===== src/rtl/fetch_pkg.sv =====
// fetch_pkg: shared types and constants for the instruction-fetch front end.
//   fetch_entry_t   - one buffered instruction {pc, inst}
//   NopInst         - bubble instruction (addi x0,x0,0)
//   DefaultResetPc  - default first fetch address
//   region_is_bios  - PC region decode (1 = BIOS, 0 = IMEM)
package fetch_pkg;

  localparam int unsigned FetchXlen      = 32;
  localparam logic [31:0] NopInst        = 32'h0000_0013;
  localparam logic [31:0] DefaultResetPc = 32'h4000_0000;

  typedef struct packed {
    logic [FetchXlen-1:0] pc;
    logic [FetchXlen-1:0] inst;
  } fetch_entry_t;

  // PC is zero-extended to 64 bits so the helper works for any XLEN up to 64.
  function automatic logic region_is_bios(input logic [63:0] pc, input int unsigned sel_bit);
    return pc[sel_bit[5:0]];
  endfunction

endpackage


===== src/rtl/fetch_skid_fifo.sv =====
// fetch_skid_fifo: DEPTH-entry circular buffer of fetched instructions.
// Ports:
//   clk, rst_n  - clock, asynchronous active-low reset
//   push        - write push_entry at the tail
//   push_entry  - entry to write
//   pop         - drop the head entry (only asserted while non-empty)
//   flush       - discard all entries; a concurrent push becomes the only entry
//   count       - number of valid entries
//   head        - oldest entry (meaningless while count == 0)
module fetch_skid_fifo
  import fetch_pkg::*;
#(
  parameter int unsigned DEPTH = 2,
  localparam int unsigned CntW = $clog2(DEPTH + 1),
  localparam int unsigned PtrW = (DEPTH > 1) ? $clog2(DEPTH) : 1
) (
  input  logic            clk,
  input  logic            rst_n,
  input  logic            push,
  input  fetch_entry_t    push_entry,
  input  logic            pop,
  input  logic            flush,
  output logic [CntW-1:0] count,
  output fetch_entry_t    head
);

  fetch_entry_t    mem_q [DEPTH];
  logic [PtrW-1:0] rd_ptr_q, rd_ptr_d;
  logic [PtrW-1:0] wr_ptr_q, wr_ptr_d;
  logic [CntW-1:0] count_q, count_d;
  logic            do_write;
  logic [PtrW-1:0] wr_slot;

  // DEPTH need not be a power of two, so wrap explicitly.
  function automatic logic [PtrW-1:0] ptr_inc(input logic [PtrW-1:0] p);
    return (p == PtrW'(DEPTH - 1)) ? '0 : p + 1'b1;
  endfunction

  always_comb begin
    rd_ptr_d = rd_ptr_q;
    wr_ptr_d = wr_ptr_q;
    count_d  = count_q;
    do_write = push;
    wr_slot  = wr_ptr_q;
    if (flush) begin
      // Restart from slot 0; a simultaneous push (redirect bubble) lands there.
      rd_ptr_d = '0;
      wr_slot  = '0;
      wr_ptr_d = push ? PtrW'(1) : '0;
      count_d  = push ? CntW'(1) : '0;
    end else begin
      if (push) wr_ptr_d = ptr_inc(wr_ptr_q);
      if (pop)  rd_ptr_d = ptr_inc(rd_ptr_q);
      count_d = count_q + CntW'(push) - CntW'(pop);
    end
  end

  always_ff @(posedge clk or negedge rst_n) begin
    if (!rst_n) begin
      rd_ptr_q <= '0;
      wr_ptr_q <= '0;
      count_q  <= '0;
    end else begin
      rd_ptr_q <= rd_ptr_d;
      wr_ptr_q <= wr_ptr_d;
      count_q  <= count_d;
    end
  end

  // Storage needs no reset: entries are only observed while count is non-zero.
  always_ff @(posedge clk) begin
    if (do_write) mem_q[wr_slot] <= push_entry;
  end

  assign count = count_q;
  assign head  = mem_q[rd_ptr_q];

endmodule


===== src/rtl/fetch_stage.sv =====
// fetch_stage: instruction-fetch front end. Owns the fetch PC, issues one synchronous read per
// cycle to BIOS or IMEM (chosen by PC bit BIOS_SEL_BIT), buffers returns in a skid FIFO and
// hands them to decode over a valid/ready handshake. Redirects flush buffered and in-flight work.
// Optional feature: define FETCH_REDIRECT_NOP_EN to insert one NOP bubble entry ahead of each
// redirect target.
// Ports:
//   clk, rst_n                 - clock, asynchronous active-low reset
//   redirect_valid/redirect_pc - redirect fetch this cycle (pc[1:0] ignored)
//   bios_en/bios_addr/bios_dout - BIOS read port (data one cycle after enable)
//   imem_en/imem_addr/imem_dout - IMEM read port (data one cycle after enable)
//   out_valid/out_ready        - decode handshake
//   out_pc/out_inst            - presented instruction and its PC
module fetch_stage
  import fetch_pkg::*;
#(
  parameter int unsigned     XLEN         = FetchXlen,
  parameter int unsigned     BIOS_AW      = 12,
  parameter int unsigned     IMEM_AW      = 14,
  parameter logic [XLEN-1:0] RESET_PC     = XLEN'(DefaultResetPc),
  parameter int unsigned     BIOS_SEL_BIT = 30,
  parameter int unsigned     DEPTH        = 2,
  parameter logic [XLEN-1:0] NOP_INST     = XLEN'(NopInst)
) (
  input  logic               clk,
  input  logic               rst_n,
  input  logic               redirect_valid,
  input  logic [XLEN-1:0]    redirect_pc,
  output logic               bios_en,
  output logic [BIOS_AW-1:0] bios_addr,
  input  logic [XLEN-1:0]    bios_dout,
  output logic               imem_en,
  output logic [IMEM_AW-1:0] imem_addr,
  input  logic [XLEN-1:0]    imem_dout,
  output logic               out_valid,
  input  logic               out_ready,
  output logic [XLEN-1:0]    out_pc,
  output logic [XLEN-1:0]    out_inst
);

  localparam int unsigned CntW = $clog2(DEPTH + 1);

  logic [XLEN-1:0] pc_q, pc_d;
  logic [XLEN-1:0] req_pc_q;
  logic            req_valid_q;
  logic            req_sel_q;
  logic [XLEN-1:0] issue_pc;
  logic            sel;
  logic            issue;
  logic            pop;
  logic            push;
  logic [XLEN-1:0] ret_inst;
  logic [CntW-1:0] count;
  logic [CntW:0]   occupancy;
  fetch_entry_t    push_entry;
  fetch_entry_t    head;
  logic            unused_redirect_lsb;

  assign unused_redirect_lsb = ^redirect_pc[1:0];

  // Credit rule: an issue is allowed only if its return is guaranteed a FIFO slot, counting
  // the read already in flight and a pop happening this cycle. Redirects always issue because
  // they flush everything ahead of them.
  always_comb begin
    issue_pc  = redirect_valid ? {redirect_pc[XLEN-1:2], 2'b00} : pc_q;
    sel       = region_is_bios(64'(issue_pc), BIOS_SEL_BIT);
    pop       = out_valid & out_ready;
    occupancy = (CntW + 1)'(count) + (CntW + 1)'(req_valid_q);
    // Gating with rst_n keeps both enables low while reset is held.
    issue     = rst_n & (redirect_valid |
                         (occupancy < ((CntW + 1)'(DEPTH) + (CntW + 1)'(pop))));
    pc_d      = issue ? issue_pc + XLEN'(4) : pc_q;
  end

  assign bios_en   = issue & sel;
  assign imem_en   = issue & ~sel;
  assign bios_addr = issue_pc[BIOS_AW+1:2];
  assign imem_addr = issue_pc[IMEM_AW+1:2];

  // Registered req_sel steers the return, so region crossings need no bubble.
  always_comb begin
    ret_inst        = req_sel_q ? bios_dout : imem_dout;
    push_entry.pc   = FetchXlen'(req_pc_q);
    push_entry.inst = FetchXlen'(ret_inst);
`ifdef FETCH_REDIRECT_NOP_EN
    // The bubble is written during the redirect cycle so decode sees it one cycle later.
    push = req_valid_q | redirect_valid;
    if (redirect_valid) begin
      push_entry.pc   = '0;
      push_entry.inst = FetchXlen'(NOP_INST);
    end
`else
    // A return arriving with a redirect belongs to the abandoned path.
    push = req_valid_q & ~redirect_valid;
`endif
  end

  always_ff @(posedge clk or negedge rst_n) begin
    if (!rst_n) begin
      pc_q        <= RESET_PC;
      req_valid_q <= 1'b0;
      req_sel_q   <= 1'b0;
      req_pc_q    <= '0;
    end else begin
      pc_q        <= pc_d;
      req_valid_q <= issue;
      if (issue) begin
        req_pc_q  <= issue_pc;
        req_sel_q <= sel;
      end
    end
  end

  fetch_skid_fifo #(
    .DEPTH(DEPTH)
  ) u_fifo (
    .clk       (clk),
    .rst_n     (rst_n),
    .push      (push),
    .push_entry(push_entry),
    .pop       (pop),
    .flush     (redirect_valid),
    .count     (count),
    .head      (head)
  );

  assign out_valid = (count != '0);
  assign out_pc    = out_valid ? XLEN'(head.pc) : '0;
  assign out_inst  = out_valid ? XLEN'(head.inst) : NOP_INST;

endmodule


===== config.mk =====
export PLATFORM = sky130hd
export DESIGN_NAME = fetch_stage
export DESIGN_NICKNAME = d
export VERILOG_FILES = /design/src/rtl/fetch_pkg.sv /design/src/rtl/fetch_skid_fifo.sv /design/src/rtl/fetch_stage.sv
export SDC_FILE = /design/constraint.sdc
export NUM_CORES = 1
export LEC_CHECK = 0
export CORE_MARGIN = 4
export CORE_UTILIZATION = 55
export CTS_BUF_LIST = sky130_fd_sc_hd__clkbuf_4
export CTS_CLUSTER_SIZE = 8
export DETAILED_ROUTE_END_ITERATION = 8
export GPL_TIMING_DRIVEN = 0
export PLACE_DENSITY = 0.85
export SYNTH_ARGS = -nofsm -noshare
export SYNTH_HDL_FRONTEND = slang
export SYNTH_SLANG_ARGS = --single-unit

===== constraint.sdc =====
create_clock -name clk -period 8.6 [get_ports clk]
set_input_delay 1.72 -clock clk [delete_from_list [all_inputs] [get_ports clk]]
set_output_delay 1.72 -clock clk [all_outputs]
set_load 0.01 [all_outputs]

==> results.cfg <==
[yosys]
ys_warn_count = 0
syn_inst = 782
ys_ff_latch = 189
muxShareOfSynthArea_pct = 13.7
syn_area_mm2 = 0.00951
synth_top_area_cell = edfxtp_1
synth_area_leaders = edfxtp_1 39%, dfrtp_1 17%, mux2i_1 8.6%
syn_area_per_cell_um2 = 12.2
synth_edf_count = 124
synth-compound-area-share_pct = 6.87
synth_flop_cell = edfxtp_1
ys_seq_area_share_pct = 56.3
yosys.area.top_type_share_pct = 39.2
synthAdderAreaFrac_pct = 0.658
synth_top_family_by_area = simple AND/OR/NAND/NOR gates
async_flop_share_pct = 34.4
synth.distinct_cells = 65
synth_xor_area_share_pct = 2.58
yosys.area_share.simple_pct = 15.0

[cts]
cts-root-buf = clkbuf_4
holdBufCountCts = 0
insertion_delay_ps = 600
htreeDepth = 4
cts.path.max_buffers = 2
cts_buffers = 17
cts.reportedPaths.clkPinSlew_ps = 140
cts_resized = 0
cts_tree = built
cts.sinks = 189
cts_setup_buffers = 0

[outcome]
status = finished clean

[grt]
grt_max_degree = 71
grt_pass1_wl_um = 37600
antenna_found_initial = 2
track_usage_pct = 24.2
grt_pass1_vias = 7045
grt_overflow_total = 0

[final_layout]
final_cell_mix = 186 x clkdlybuf4s50_1, 124 x edfxtp_1, 88 x nand2_1, 87 x nor2_1, 82 x mux2i_1
multiInputGateArea_mm2 = 0.00371
final-seq-area_mm2 = 0.00535
syn_to_final_growth_pct = 26.5
fin_nets = 1096
layout-drive-gt1-share_pct = 15.5
fill_cells = 1210
final_common_cell = clkdlybuf4s50_1

[critical_path]
path_common_cell = buf_2
worst-path-stages = 9
worstReg2RegStart = req_valid_q
critPathKind = input port to output pin
critPathMaxFanout = 10
endpoint_kind = output pin
path_delay_family = buffers and inverters
critPathBufInv = 5
max_stage_delay_ps = 570
arrival_ps = 4410
critPathLaunch = out_ready
r2r_slack_ps = 5980
cp_slowest_cell = clkdlybuf4s50_1
cp_cell_sequence = clkdlybuf4s50_1 > o21ai_0 > o211ai_1 > nand3_1 > buf_2 > buf_2 > buf_2 > nor2_1 > clkdlybuf4s50_1
reg2reg_depth = 8
r2r-end = pc_q[16]
crit_end = bios_en
critPathRequiredTime_ps = 6880
start_kind = input port

[timing]
max_freq_mhz = 163
setup_violations = 0
rsz0062_at_grt = false
period_share_pct = 71.3
fin_worst_skew_ps = 20.2
max-slew-margin-rel_pct = 40.6
hold_violations = 0
final.min_clock_period_ps = 6130
maxSlewViolCount = 0
tightest_slew_ps = 890
layout_setup_ws_ps = 2470

[floorplan]
die_area_mm2 = 0.0195
core_area_mm2 = 0.0168
die_w_um = 139
die_h_um = 139
initial_core_util_pct = 56.7
row_count = 47
io-pin-count = 193

[power_and_ir_drop]
ir_drop_uv = 124
finalPower_w = 0.00323
p_per_area_mw_per_mm2 = 269
p_leak_nw = 4.46

[drt]
routedWlPerCell_um = 19.2
route.detailed.drc = 0
vias = 7007
via_per_inst = 5.72
drt_first_pass_iters = 5
drt_iter0_drc = 555
drtAntennaViolNets = 0
wl_um = 23600

[place]
port_buffers = 187
gp_congestion = 0.938
post-place-ws_ps = 2470
hpwl_um = 17300

[hold_path]
min_path_type = register to register
worstHoldStart = req_pc_q[30]

[flow_run]
max-cap-violations = 0
## state kept, by name (all words and copies together), names as in the netlist
signal	count
pc_q	30
req_pc_q	30
req_valid_q	1
u_fifo.count	2
u_fifo.mem_q	124
u_fifo.rd_ptr_q	1
u_fifo.wr_ptr_q	1
## stage by stage
step | hold WS (ps) | TNS (ps) | area [µm²] | utilization, % | instances
finish | 483 | 0 | 12000 | 71.8 | 1225
global route | 501 | 0 | 12000 | 71.8 | 1225
CTS | 486 | 0 | 12000 | 71.8 | 1224
detailed placement | 456 | 0 | 11700 | 69.9 | 1192
global placement | 442 | -3.36 | 11700 | 69.6 | 1190
floorplan | 438 | 0 | 9510 | - | 783
## worst min-delay path by stage
stage | to | slack [ps] | cells after the start
after floorplan | u_fifo.mem_q[0][35] | 440 | 0
after global placement | u_fifo.mem_q[1][62] | 440 | 0
after detailed placement | u_fifo.mem_q[0][62] | 460 | 0
after CTS | u_fifo.mem_q[1][57] | 490 | 0
after global routing | u_fifo.mem_q[0][62] | 500 | 0
final | u_fifo.mem_q[0][62] | 480 | 0
## cell type report
class,count,share of cell area (%)
Multi-Input combinational cell,512,30.8
Antenna cell,1,0.0208
Inverter,13,0.406
Buffer,69,3.42
Tap cell,220,2.29
Clock buffer,17,1.06
Sequential cell,189,44.5
Clock inverter,15,1.56
Timing Repair Buffer,189,15.9
## Yosys cell counts, types with 11 or more instances
library cell and n:
edfxtp_1 124, nand2_1 88, nor2_1 87, mux2i_1 82, dfrtp_1 64, mux2_2 43
buf_4 29, o21ai_0 29, clkbuf_1 22, xnor2_1 18, nand3_1 15, nor2b_1 12
inv_1 11
## per-layer routing
layer | up-vias | share of wire (%) | track usage [%]
li1 | 3207 | - | -
met1 | 3374 | 41 | 32.1
met2 | 371 | 49 | 40.2
met3 | 53 | 8.4 | 5.11
met4 | 2 | 2.1 | 7.93
met5 | - | 0.055 | 0
## logic make-up (layout without fill, tap and decap cells)
| group | count (synthesis) | count (layout) |
|---|---|---|
| compound gates | 87 | 87 |
| xor+xnor | 28 | 28 |
| fa+ha+maj | 5 | 5 |
| buf+inv | 82 | 303 |
| flops | 189 | 189 |
| mux | 125 | 125 |
| other cells | 1 | 3 |
| simple gates | 265 | 265 |
## power breakdown
part	total [W]	internal (W)	leakage [nW]	switching [W]
Sequential	0.00134	0.00120	1.92	0.000132
Combinational	0.00138	0.000672	2.38	0.000709
Clock	0.000518	0.000206	0.159	0.000312
Power figures use the tool's default switching activity.
==> RTL change 1, RTL diff (same flow settings) <==
Add a define of `FETCH_REDIRECT_NOP_EN`.
--- a/src/rtl/fetch_stage.sv
+++ b/src/rtl/fetch_stage.sv
@@ -10,6 +10,8 @@
 //   imem_en/imem_addr/imem_dout - IMEM read port (data one cycle after enable)
 //   out_valid/out_ready        - decode handshake
 //   out_pc/out_inst            - presented instruction and its PC
+`define FETCH_REDIRECT_NOP_EN
+
 module fetch_stage
   import fetch_pkg::*;
 #(
Formal check against the unedited RTL: not equivalent (a bounded check fails within 4 cycles, from zero or initial values and one cycle with rst_n low).
==> RTL change 1 against the unedited design <==
Combinational power increased by 8%. Final area increased by 2.4%. Worst setup slack lost 0.16 ns. Wire length grew 3.1%. Area after synthesis up 2.5%. Total power is 7.2% higher. Clock skew decreased by 0.0027 ns. Sequential cell count rose by 6. Register-to-register slack lost 0.12 ns. Sequential power rose by 7%. Largest cell class unchanged. Highest routed layer is now met4.
==> RTL change 1: results (changes against the unedited design) <==
ys_seq_area_frac: 0.5667  # +0.003951
postSynthNetCount: 960
whs_endpoint: "req_pc_q[22]"
hp-start: "req_pc_q[22]"
syn_avg_cell_area_um2: 11.40  # -6.3%
grt_max_degree: 70  # -1.4%
grtUsageTotal: 0.2445  # +0.002168
grt_pass1_vias: 7427  # +5.4%
hold_slack_ns: 0.4919  # +0.009098 ns
portBuffers: 189  # +1.1%
clockBufferDepth: 2  # unchanged
finalNonFillerCells: 1304  # +6.4%
final_nets: 1170  # +6.8%
yosys.cell_types.count: 56  # -14%
clk_latency_ns: 0.59
drt_iter0_drc: 493  # -11%
fin_skew_ns: 0.01755  # -0.002665 ns
path_clk_slew_ns: 0.15
cts_buffers: 17  # unchanged
grt_pass1_wl_um: 38270  # +1.9%
dpl.hpwl_um: 18140  # +5.0%
async_flop_share: 0.3436  # about the same
min_path_cells: 2  # +2
cpPeakStageDelay_ns: 0.50  # -0.07 ns
num_vias: 7274  # +3.8%
layout-drive-gt1-share: 0.09276  # -0.06261
p_leak_nw: 4.776  # +7.1%
area_delta_synth_final_pct: 26.42  # about the same
r2r_start: "req_valid_q"
reg_top3: "u_fifo.mem_q (128), pc_q (32), req_pc_q (30)"
min_path_type: "reg -> reg"
dr_wl_met3_um: 1945  # -1.3%
yosysWarnings: 0  # unchanged
cp.arrival_ns: 4.57  # +0.16 ns
ys_top_cells_by_count: "128 x edfxtp_1, 119 x mux2i_1, 109 x nor2_1, 88 x nand2_1, 66 x dfrtp_1"
critPathMaxFanout: 10  # unchanged
regToRegSetupSlack_ns: 5.86  # -0.12 ns
synth_area_leaders: "edfxtp_1 39%, dfrtp_1 17%, mux2i_1 12%, nor2_1 4.2%, nand2_1 3.4%"
ir_drop_mv: 0.1449  # +17%
r2r_cells: 9  # +1
synth_edf_count: 128  # +3.2%
tightest_slew_ns: 0.9195  # +0.02918 ns
wl_met2_um: 12340  # +7.7%
reg2reg_to: "pc_q[4]"
first_pass_iters: 5  # unchanged
outcome: "completed"
antenna_found_initial: 1  # -1
gp_congestion: 0.9354  # -0.23%
drt-met1-wl_um: 9663  # +0.19%
routed_wl_um: 24310  # +3.1%
top_layer: "met4"
[RTL change 1: cell count changes in the layout (fill, tap and decap cells not counted), moves of 4 or more]
| cell | unedited run | this run |
|---|---|---|
| a21oi_1 | 9 | 17 |
| a22oi_4 | 4 | 0 |
| buf_1 | 6 | 10 |
| edfxtp_1 | 124 | 128 |
| inv_1 | 11 | 19 |
| mux2_2 | 43 | 7 |
| mux2i_1 | 82 | 119 |
| nand3b_1 | 5 | 9 |
| nor2_1 | 87 | 109 |
| nor2b_1 | 11 | 40 |
| o21ai_0 | 29 | 35 |
[RTL change 1: metal layers]
layer / track usage / vias up
met1: 0.3033 / 3521
met4: 0.06680 / 0
met2: 0.4271 / 275
li1: - / 3443
met3: 0.06072 / 35
met5: 0 / -
[RTL change 1: cells by family after synthesis]
group                      Yosys count  share of synthesized area
buffers and inverters               94                    0.04995
and+or+nand+nor                    304                     0.1500
AOI/OAI and AO/OA                  102                    0.07050
DFF                                195                     0.5667
muxes                              126                     0.1303
adders and majority gates            5                   0.006421
xor gates and xnor gates            29                    0.02607
[RTL change 1: worst max path at each step]
stage	start	endpoint	slack (ns)	depth (start not counted)
3_3_place_gp	rst_n	bios_en	-0.28	7
6_report	out_ready	bios_en	2.31	9
2_1_floorplan	req_valid_q	u_fifo.mem_q[0][0]	3.08	2
4_1_cts	rst_n	bios_en	2.32	7
5_1_grt	rst_n	bios_en	2.13	7
3_5_place_dp	rst_n	bios_en	2.32	7
[RTL change 1: worst register-to-register path, cell delays in order (launching register included)]
cell and delay, ns:
dfrtp_1 0.44, ha_1 0.23, ha_1 0.29, nand2_1 0.05
o221ai_1 0.43, clkbuf_1 0.41, buf_2 0.34, buf_2 0.31
nand2_1 0.09, o21ai_0 0.08
[RTL change 1: cell type report]
class                   count  area (um^2)
repair buffers            191         1944
inverters                  20        75.07
flip-flops and latches    195         5522
clock inverters            15        201.4
diodes                      1        2.502
plain buffers              74        411.6
clock buffers              17        127.6
well taps                 225        281.5
multi-input cells         566         3751
fillers                  1239         5040
[RTL change 1: report_power, final]
group | switching, W | internal, W
clock | 0.000323 | 0.000212
sequential | 0.000142 | 0.00130
combinational | 0.000765 | 0.000724
[RTL change 1: through the flow]
| stage | setup slack (ns) | instance area (um^2) |
|---|---|---|
| after CTS | 2.316 | 12310 |
| after global routing | 2.131 | 12320 |
| after detailed placement | 2.317 | 11990 |
| after global placement | -0.2841 | 11920 |
| after floorplan | 3.078 | 9743 |
| final | 2.311 | 12320 |
==> RTL change 2, RTL diff (config.mk and constraints unchanged) <==
Made on the original files. Reset style: synchronous (`rst_n`), changed in 2 clocked blocks. Comments in the files are not updated.
--- a/src/rtl/fetch_skid_fifo.sv
+++ b/src/rtl/fetch_skid_fifo.sv
@@ -55,7 +55,7 @@
     end
   end
 
-  always_ff @(posedge clk or negedge rst_n) begin
+  always_ff @(posedge clk) begin
     if (!rst_n) begin
       rd_ptr_q <= '0;
       wr_ptr_q <= '0;
--- a/src/rtl/fetch_stage.sv
+++ b/src/rtl/fetch_stage.sv
@@ -94,7 +94,7 @@
 `endif
   end
 
-  always_ff @(posedge clk or negedge rst_n) begin
+  always_ff @(posedge clk) begin
     if (!rst_n) begin
       pc_q        <= RESET_PC;
       req_valid_q <= 1'b0;
Check against the original RTL: differs if rst_n is asserted again (counterexample within 4 cycles, from zero or initial values and one cycle with rst_n low); with rst_n held inactive, the same outputs for 4 cycles.
==> RTL change 2 against the unedited design <==
Final area shrank 6.1%. Area after synthesis shrank 7.7%. Final cell count shrank 3.2%. Sequential cell count grew 1. Worst setup slack lost 0.14 ns. Register-to-register slack gained 0.10 ns. Via count shrank 8.3%. Wire length shrank 12%. Synthesized cell count shrank 3.8%. Largest cell class unchanged.
Power is not compared: it rests on default switching activity, and its combinational part moved more than twofold at a synthesized area within 25%.
==> RTL change 2: results (changes against the unedited design) <==
ys_seq_area_frac: 0.5747  # +0.01192
buf_share: 0.2047  # +0.01118
critPathTopFamily: "buffers and inverters"
nonClockBufferCount: 257  # -0.39%
hp-start: "pc_q[29]"
yosys.cell_types.count: 53  # -18%
regToRegSetupSlack_ns: 6.08  # +0.10 ns
grt_max_degree: 63  # -11%
antenna_found_initial: 0  # -2
routedWlPerCell_um: 17.46  # -9.3%
whs_endpoint: "pc_q[29]"
cpPeakStageDelay_ns: 0.62  # +0.05 ns
r2r_cells: 7  # -1
outcome: "completed"
layout-drive-gt1-share: 0.1231  # -0.03230
grt_pass1_vias: 6383  # -9.4%
dpl.hpwl_um: 15430  # -11%
dpl_cell_area_um2: 10990  # -6.2%
num-multi-input-gates: 478  # -6.6%
clkCellAreaFrac: 0.02801  # +0.001805
nClkBuffers: 19  # +2
portBuffers: 188  # +0.53%
num_vias: 6427  # -8.3%
drt_iter0_drc: 435  # -22%
area_delta_synth_final_pct: 28.75
endpoint: "bios_addr[10]"
grt_pass1_wl_um: 33010  # -12%
reg2reg_to: "req_pc_q[10]"
gp_congestion: 0.9262  # -1.2%
crit_start: "redirect_valid"
r2r_start: "u_fifo.count[0]"
clkSinkCount: 190  # +0.53%
multi_input_area_um2: 3296  # -11%
slew_headroom: 0.4281  # +0.02161
diodes: 0  # -1
grtUsageTotal: 0.2320  # -0.01033
cp.arrival_ns: 4.55  # +0.14 ns
fin_skew_ns: 0.01901  # -0.001200 ns
finalNonFillerCells: 1186  # -3.2%
synth_cells: 752  # -3.8%
yosys.area_share.adder: 0.007127  # +0.0005476
synth_compound_area_frac: 0.06827  # -0.0004117
num-nonclk-inverters: 18  # +5
yosys.area_share.xor_xnor: 0.03692  # +0.01113
ys_top_cells_by_count: "124 x edfxtp_1, 88 x nor2_1, 83 x mux2i_1, 72 x nand2_1, 66 x dfxtp_1"
-- RTL change 2: cell types whose count changed after synthesis, moves of 6 or more --
cell | before | now
nand2_1 | 88 | 72
clkbuf_1 | 22 | 29
a31oi_1 | 7 | 1
o211ai_1 | 8 | 0
nand3b_1 | 5 | 11
dfxtp_1 | 0 | 66
nor2b_1 | 12 | 2
xnor2_1 | 18 | 27
dfrtp_1 | 64 | 0
inv_1 | 11 | 17
-- RTL change 2: metrics by stage --
| step | hold WS (ns) | worst slack (ns) |
|---|---|---|
| finish | 0.4704 | 2.332 |
| global route | 0.4705 | 2.241 |
| CTS | 0.4673 | 2.371 |
| detailed placement | 0.4389 | 2.376 |
| global placement | 0.4332 | 0.5954 |
| floorplan | 0.4200 | 2.834 |
-- RTL change 2: per-layer routing --
layer  routed length [um]  GRT usage
met2                 9887     0.3846
met3                 1853    0.05889
met4                  274    0.06844
met5                    0          0
met1                 8693     0.3030
